[config.mk]
export PLATFORM = sky130hd
export DESIGN_NAME = tdp_march_bist
export DESIGN_NICKNAME = d
export VERILOG_FILES = /design/src/rtl/tdp_march_bist.sv
export SDC_FILE = /design/constraint.sdc
export NUM_CORES = 1
export LEC_CHECK = 0
export BUFFER_PORTS_ARGS = -buffer_cell sky130_fd_sc_hd__buf_2
export CAP_MARGIN = 20
export CORE_AREA = 5 5 401 403
export CTS_CLUSTER_DIAMETER = 40
export DETAILED_ROUTE_END_ITERATION = 8
export DIE_AREA = 0 0 406 408
export GPL_TIMING_DRIVEN = 0
export PLACE_DENSITY_LB_ADDON = 0.2
export SYNTH_ARGS = -nofsm -noshare
export SYNTH_HDL_FRONTEND = slang
export SYNTH_SLANG_ARGS = --single-unit
[constraint.sdc]
create_clock -name clk -period 4.65 [get_ports clk]
set_input_delay 0.2325 -clock clk [delete_from_list [all_inputs] [get_ports clk]]
set_output_delay 0.2325 -clock clk [all_outputs]
set_load 0.05 [all_outputs]
[src/rtl/tdp_march_bist.sv]
// tdp_march_bist: march-test initiator for a true dual-port RAM.
// Sequence: write A ascending, read B ascending, write B (inverted) descending,
// read A descending. Read data is checked one cycle after its address.
// Optional build macro TDP_BIST_STOP_ON_FAIL_EN: end the run at the first mismatch.
module tdp_march_bist #(
  parameter int          DATA_W = 256,
  parameter int          ADDR_W = 4,
  parameter int          DEPTH  = 9,
  parameter logic [7:0]  SEED   = 8'hA5
) (
  input  logic              clk,
  input  logic              rst_n,
  input  logic              start,
  output logic              busy,
  output logic              done,
  output logic              pass,
  output logic [ADDR_W-1:0] fail_addr,
  output logic [7:0]        fail_count,
  output logic              weA,
  output logic              weB,
  output logic [ADDR_W-1:0] addrA,
  output logic [ADDR_W-1:0] addrB,
  output logic [DATA_W-1:0] dinA,
  output logic [DATA_W-1:0] dinB,
  input  logic [DATA_W-1:0] doutA,
  input  logic [DATA_W-1:0] doutB
);

  typedef enum logic [2:0] {S_IDLE, S_W0, S_R0, S_W1, S_R1, S_DONE} state_e;

  localparam logic [ADDR_W-1:0] LAST = ADDR_W'(DEPTH - 1);

`ifdef TDP_BIST_STOP_ON_FAIL_EN
  localparam logic STOP_ON_FAIL = 1'b1;
`else
  localparam logic STOP_ON_FAIL = 1'b0;
`endif

  // Address-seeded base pattern.
  function automatic logic [DATA_W-1:0] pat(input logic [ADDR_W-1:0] a);
    pat = {(DATA_W/8){SEED}} ^ {{(DATA_W-ADDR_W){1'b0}}, a};
  endfunction

  state_e              state_q, state_d;
  logic [ADDR_W-1:0]   cnt_q, cnt_d;
  logic                drain_q, drain_d;
  logic                cmp_valid_q, cmp_valid_d;
  logic [ADDR_W-1:0]   exp_addr_q, exp_addr_d;
  logic                exp_inv_q, exp_inv_d;
  logic [7:0]          fail_count_q, fail_count_d;
  logic [ADDR_W-1:0]   fail_addr_q, fail_addr_d;
  logic                busy_q, busy_d, done_q, done_d, pass_q, pass_d;
  logic                we_a_q, we_a_d, we_b_q, we_b_d;
  logic [ADDR_W-1:0]   addr_a_q, addr_a_d, addr_b_q, addr_b_d;
  logic [DATA_W-1:0]   din_a_q, din_a_d, din_b_q, din_b_d;
  logic [DATA_W-1:0]   rd_data_s, exp_data_s;
  logic                mismatch_s;

  // Next-state, compare and registered-output decode.
  always_comb begin
    state_d      = state_q;
    cnt_d        = cnt_q;
    drain_d      = drain_q;
    cmp_valid_d  = 1'b0;
    exp_addr_d   = exp_addr_q;
    exp_inv_d    = exp_inv_q;
    fail_count_d = fail_count_q;
    fail_addr_d  = fail_addr_q;

    rd_data_s  = exp_inv_q ? doutA : doutB;
    exp_data_s = exp_inv_q ? ~pat(exp_addr_q) : pat(exp_addr_q);
    mismatch_s = cmp_valid_q && (rd_data_s != exp_data_s);

    if (mismatch_s) begin
      fail_count_d = (fail_count_q == 8'hFF) ? 8'hFF : fail_count_q + 8'd1;
      fail_addr_d  = (fail_count_q == 8'd0) ? exp_addr_q : fail_addr_q;
    end else begin
      fail_count_d = fail_count_q;
    end

    case (state_q)
      S_IDLE, S_DONE: begin
        if (start) begin
          state_d      = S_W0;
          cnt_d        = {ADDR_W{1'b0}};
          drain_d      = 1'b0;
          fail_count_d = 8'd0;
          fail_addr_d  = {ADDR_W{1'b0}};
        end else begin
          state_d = state_q;
        end
      end
      S_W0: begin
        if (cnt_q == LAST) begin
          state_d = S_R0;
          cnt_d   = {ADDR_W{1'b0}};
        end else begin
          cnt_d = cnt_q + {{(ADDR_W-1){1'b0}}, 1'b1};
        end
      end
      S_R0: begin
        if (!drain_q) begin
          cmp_valid_d = 1'b1;
          exp_addr_d  = cnt_q;
          exp_inv_d   = 1'b0;
          if (cnt_q == LAST) drain_d = 1'b1;
          else               cnt_d   = cnt_q + {{(ADDR_W-1){1'b0}}, 1'b1};
        end else begin
          drain_d = 1'b0;
          state_d = S_W1;
          cnt_d   = LAST;
        end
      end
      S_W1: begin
        if (cnt_q == {ADDR_W{1'b0}}) begin
          state_d = S_R1;
          cnt_d   = LAST;
        end else begin
          cnt_d = cnt_q - {{(ADDR_W-1){1'b0}}, 1'b1};
        end
      end
      S_R1: begin
        if (!drain_q) begin
          cmp_valid_d = 1'b1;
          exp_addr_d  = cnt_q;
          exp_inv_d   = 1'b1;
          if (cnt_q == {ADDR_W{1'b0}}) drain_d = 1'b1;
          else                         cnt_d   = cnt_q - {{(ADDR_W-1){1'b0}}, 1'b1};
        end else begin
          drain_d = 1'b0;
          state_d = S_DONE;
          cnt_d   = {ADDR_W{1'b0}};
        end
      end
      default: begin
        state_d = S_IDLE;
        cnt_d   = {ADDR_W{1'b0}};
        drain_d = 1'b0;
      end
    endcase

    // Early exit discards any read still in flight.
    if (STOP_ON_FAIL && mismatch_s) begin
      state_d     = S_DONE;
      cnt_d       = {ADDR_W{1'b0}};
      drain_d     = 1'b0;
      cmp_valid_d = 1'b0;
    end else begin
      cmp_valid_d = cmp_valid_d;
    end

    // Outputs are decoded from next state so the RAM sees them registered.
    we_a_d   = (state_d == S_W0);
    we_b_d   = (state_d == S_W1);
    addr_a_d = ((state_d == S_W0) || ((state_d == S_R1) && !drain_d)) ? cnt_d : {ADDR_W{1'b0}};
    addr_b_d = ((state_d == S_W1) || ((state_d == S_R0) && !drain_d)) ? cnt_d : {ADDR_W{1'b0}};
    din_a_d  = (state_d == S_W0) ? pat(cnt_d)  : {DATA_W{1'b0}};
    din_b_d  = (state_d == S_W1) ? ~pat(cnt_d) : {DATA_W{1'b0}};
    busy_d   = (state_d == S_W0) || (state_d == S_R0) || (state_d == S_W1) || (state_d == S_R1);
    done_d   = (state_d == S_DONE);
    pass_d   = done_d && (fail_count_d == 8'd0);
  end

  // State, compare pipeline, results and RAM-side output registers.
  always_ff @(posedge clk or negedge rst_n) begin
    if (!rst_n) begin
      state_q      <= S_IDLE;
      cnt_q        <= {ADDR_W{1'b0}};
      drain_q      <= 1'b0;
      cmp_valid_q  <= 1'b0;
      exp_addr_q   <= {ADDR_W{1'b0}};
      exp_inv_q    <= 1'b0;
      fail_count_q <= 8'd0;
      fail_addr_q  <= {ADDR_W{1'b0}};
      busy_q       <= 1'b0;
      done_q       <= 1'b0;
      pass_q       <= 1'b0;
      we_a_q       <= 1'b0;
      we_b_q       <= 1'b0;
      addr_a_q     <= {ADDR_W{1'b0}};
      addr_b_q     <= {ADDR_W{1'b0}};
      din_a_q      <= {DATA_W{1'b0}};
      din_b_q      <= {DATA_W{1'b0}};
    end else begin
      state_q      <= state_d;
      cnt_q        <= cnt_d;
      drain_q      <= drain_d;
      cmp_valid_q  <= cmp_valid_d;
      exp_addr_q   <= exp_addr_d;
      exp_inv_q    <= exp_inv_d;
      fail_count_q <= fail_count_d;
      fail_addr_q  <= fail_addr_d;
      busy_q       <= busy_d;
      done_q       <= done_d;
      pass_q       <= pass_d;
      we_a_q       <= we_a_d;
      we_b_q       <= we_b_d;
      addr_a_q     <= addr_a_d;
      addr_b_q     <= addr_b_d;
      din_a_q      <= din_a_d;
      din_b_q      <= din_b_d;
    end
  end

  assign busy       = busy_q;
  assign done       = done_q;
  assign pass       = pass_q;
  assign fail_addr  = fail_addr_q;
  assign fail_count = fail_count_q;
  assign weA        = we_a_q;
  assign weB        = we_b_q;
  assign addrA      = addr_a_q;
  assign addrB      = addr_b_q;
  assign dinA       = din_a_q;
  assign dinB       = din_b_q;

endmodule

==> out/qor.txt <==
Maximum number of pins on one net before global-route repair -> 93
Fraction of registers with async set/reset -> 1.00
Most common library cell in the layout ignoring fill and taps -> buf_2
Overall die area -> 166000 sq um
Clock tree root driver cell -> clkbuf_16
Leakage dissipation -> 8.34 nW
Non-filler cells, final -> 4102
Via density per instance -> 2.26
Yosys warnings -> 0
Most used routing layer in global routing -> met2
Critical path peak fanout -> 10
Port-buffer cells -> 799
TritonRoute pass-1 iters -> 4
Aggregate global-route resource usage -> 0.0712
Placed insts -> 4078
Synthesized instance count -> 951
Final Max Tran Viols -> 0
Horiz. Die Dim -> 406 um
Category of the worst setup path launch point -> register
Vias in the first global route -> 9015
Sinks on the clock net -> 47
Library cell with the largest summed area after synthesis -> buf_4
Leftover overflow at the end of global routing -> 0
Reg2Reg Launch Point -> exp_inv_q$_DFFE_PN0P_
Switching share of power -> 0.650
Relative contribution of the clock network to total power -> 0.054
Routed wirelength normalized by instance count -> 15.7 um
Power spent charging and discharging nets -> 5.21 mW
Shortest clock period the worst path allows after layout -> 4.16 ns
Number of nets in the layout -> 2538
Mean area per synthesized cell -> 8.14 sq um
Floorplan die height -> 408 um
Area delta synth->final -> 102%
Iter 0 DRT Violations -> 404
Final hold vios -> 0
Number of flops mapped to enable cells by yosys -> 0
Sum of net half-perimeters after detailed placement -> 60000 um
Kind of end point of the critical path -> register
Rows -> 146
Minimum setup slack after placement -> -0.456 ns
Max rail drop VDD -> 0.263 mV
Initial antenna violation count -> 27
Endpoint required time on the critical path -> 4.84 ns
Ratio of final minimum period to clock period -> 0.894
Count of final setup violators -> 0
Number of CTS-inserted buffers -> 5
Combinational Power Share -> 0.849
CTS HTree Levels -> 2
Total DRC errors in the routed layout -> 0
Unrepaired setup endpoints after global routing -> false
TritonCTS clock tree -> yes
Most common flop cell mapped by yosys -> dfrtp_1
Power per cell area -> 512 nW/um^2
Outcome -> finished clean
Via count of the routed design -> 9275
Register bit count reported by yosys -> 47
Met3 Resource Use GR -> 0.0130
Worst setup startpoint -> exp_inv_q$_DFFE_PN0P_
Portion of synthesized cell area occupied by the leading cell type -> 0.491
Slew at the pin closest to its max-slew limit -> 1.07 ns
CP Class -> register to register
Final Util -> 0.0997
Residual antenna-violating net count after detailed routing -> 0
Post-synth cell types -> 58
Sum of routed wire length over all layers -> 64400 um
Global-route wire length before repair -> 80600 um
Top cells by area in the synthesized netlist -> buf_4 49%, dfrtp_1 15%, nor4bb_1 5.8%
Final setup margin -> 0.495 ns
Internal power -> 2.81 mW
Met1 track utilization from global routing -> 0.0834
Area of the placeable core -> 157000 sq um
Clock-pin slew on the worst setup and hold paths -> 0.07 ns
Worst slew slack as a fraction of its limit -> 0.274
Post-Synthesis Cell Area -> 7740 sq um
Part of the total power dissipated in sequential elements -> 0.097
Top-Level Pins -> 1052
Final weighted congestion in routability-driven placement -> 0.856
Buffer levels on the longest clock path -> 2
Insertion delay of the later-clocked pin in the worst-skew pair -> 0.29 ns
Worst Skew -> 0.00930 ns
Fraction of the yosys area taken by sequential cells -> 0.152
Starting density of the core -> 0.0493
Critical path arrival -> 4.35 ns
Hold slack -> 0.397 ns
Met2 usage in global routing -> 0.136
Share of final-layout standard cells stronger than drive strength 1 -> 0.666
Commonest cells after routing, fill and taps aside -> 802 x buf_2, 508 x buf_4, 252 x conb_1
Worst hold path class -> primary input to asynchronous set/reset pin
Peak Freq -> 241 MHz
Max-capacitance violation count -> 0
-- layout make-up --
type	instances	area [sq um]
diodes	12	30.0
clock buffers	6	139
clock inverters	2	38.8
fillers	18547	141000
plain buffers	515	3840
well taps	2072	2590
repair buffers	808	4110
inverters	15	56.3
multi-input cells	625	3660
flip-flops and latches	47	1180
-- what timing repair did --
action,in CTS,in global routing
endpoints found under the hold margin,14,0
buffers inserted,2,0
resized for setup,3,2
hold buffers,1,0
pin swaps,1,0
setup endpoints to repair,10,1
gates cloned,0,0
-- synthesized netlist by cell type, types with 3 or more instances --
cell	n
buf_4	506
dfrtp_1	47
nor4bb_1	45
nor2_1	40
nand2_1	28
nand4_1	27
nor4b_1	25
and4b_1	16
inv_1	15
nand3_1	14
nor2b_1	13
nor3_1	13
o21ai_0	13
a21oi_1	11
nor4_1	11
and2_1	9
nand3b_1	9
clkbuf_1	8
and3_1	7
mux2i_1	7
nand4bb_1	7
ha_1	6
or4_1	6
xor2_1	6
and4_1	5
nand2b_1	5
or3b_2	5
a31oi_1	4
a41oi_1	4
nand4b_1	4
o22ai_1	3
or3_1	3
-- logic make-up after synthesis --
group	after synthesis	share of synthesized area
buffers and inverters	530	0.502
and+or+nand+nor	301	0.272
AOI/OAI and AO/OA	52	0.0467
DFF	47	0.152
muxes	8	0.0105
adders and majority gates	6	0.00970
xor gates and xnor gates	6	0.00679
other	1	0.000484
-- power groups by stage --
stage / clock network (mW) / registers [mW] / logic [mW]
after detailed placement: 0 / 0.809 / 6.93
after global routing: 0.473 / 0.828 / 7.19
after CTS: 0.453 / 0.807 / 6.94
final: 0.435 / 0.778 / 6.81
after floorplan: 0 / 1.07 / 5.02
after global placement: 0 / 0.952 / 7.09
-- flip-flops by register name, indices dropped and copies added (netlist names), 3 cells and up --
name        flops
fail_count      8
dinA            5
dinB            5
addrA           4
addrB           4
cnt_q           4
exp_addr_q      4
fail_addr       4
state_q         3
-- critical path, stage by stage (launching register included) --
cell	delay (ns)
dfrtp_1	0.36
buf_4	0.21
clkbuf_4	0.32
nor2_1	0.72
or3_1	0.20
nand4b_1	0.21
a2111oi_4	0.70
a41oi_1	0.36
buf_4	0.27
nand2_1	0.08
mux2i_1	0.23
o21ai_0	0.12
nor4b_2	0.24
-- metrics by stage --
stage	total power [mW]	setup TNS [ns]	cell area, sq um
final	8.02	0	15700
after global routing	8.49	0	15600
after floorplan	6.09	0	8680
after global placement	8.04	-11.09	15300
after detailed placement	7.73	-1.68	15400
after CTS	8.20	0	15600
-- per-layer routing --
layer | part of all wire | vias up
met5 | 0.00062 | -
met4 | 0.017 | 6
met3 | 0.060 | 45
met2 | 0.53 | 392
met1 | 0.39 | 4139
li1 | - | 4693
-- worst paths after layout --
| path | to | slack (ns) | cells past startpoint |
|---|---|---|---|
| max in group asynchronous | dinB[252]$_DFF_PN0_ | 3.72 | 3 |
| max | pass$_DFF_PN0_ | 0.49 | 12 |
| min | addrA[2]$_DFF_PN0_ | 0.40 | 2 |
| min reg2reg | fail_addr[2]$_DFF_PN0_ | 0.55 | 2 |
| max reg2reg | pass$_DFF_PN0_ | 0.49 | 12 |
| min in group clk | fail_count[7]$_DFF_PN0_ | 0.43 | 3 |
Note: power is estimated with default switching activity, not from simulation.
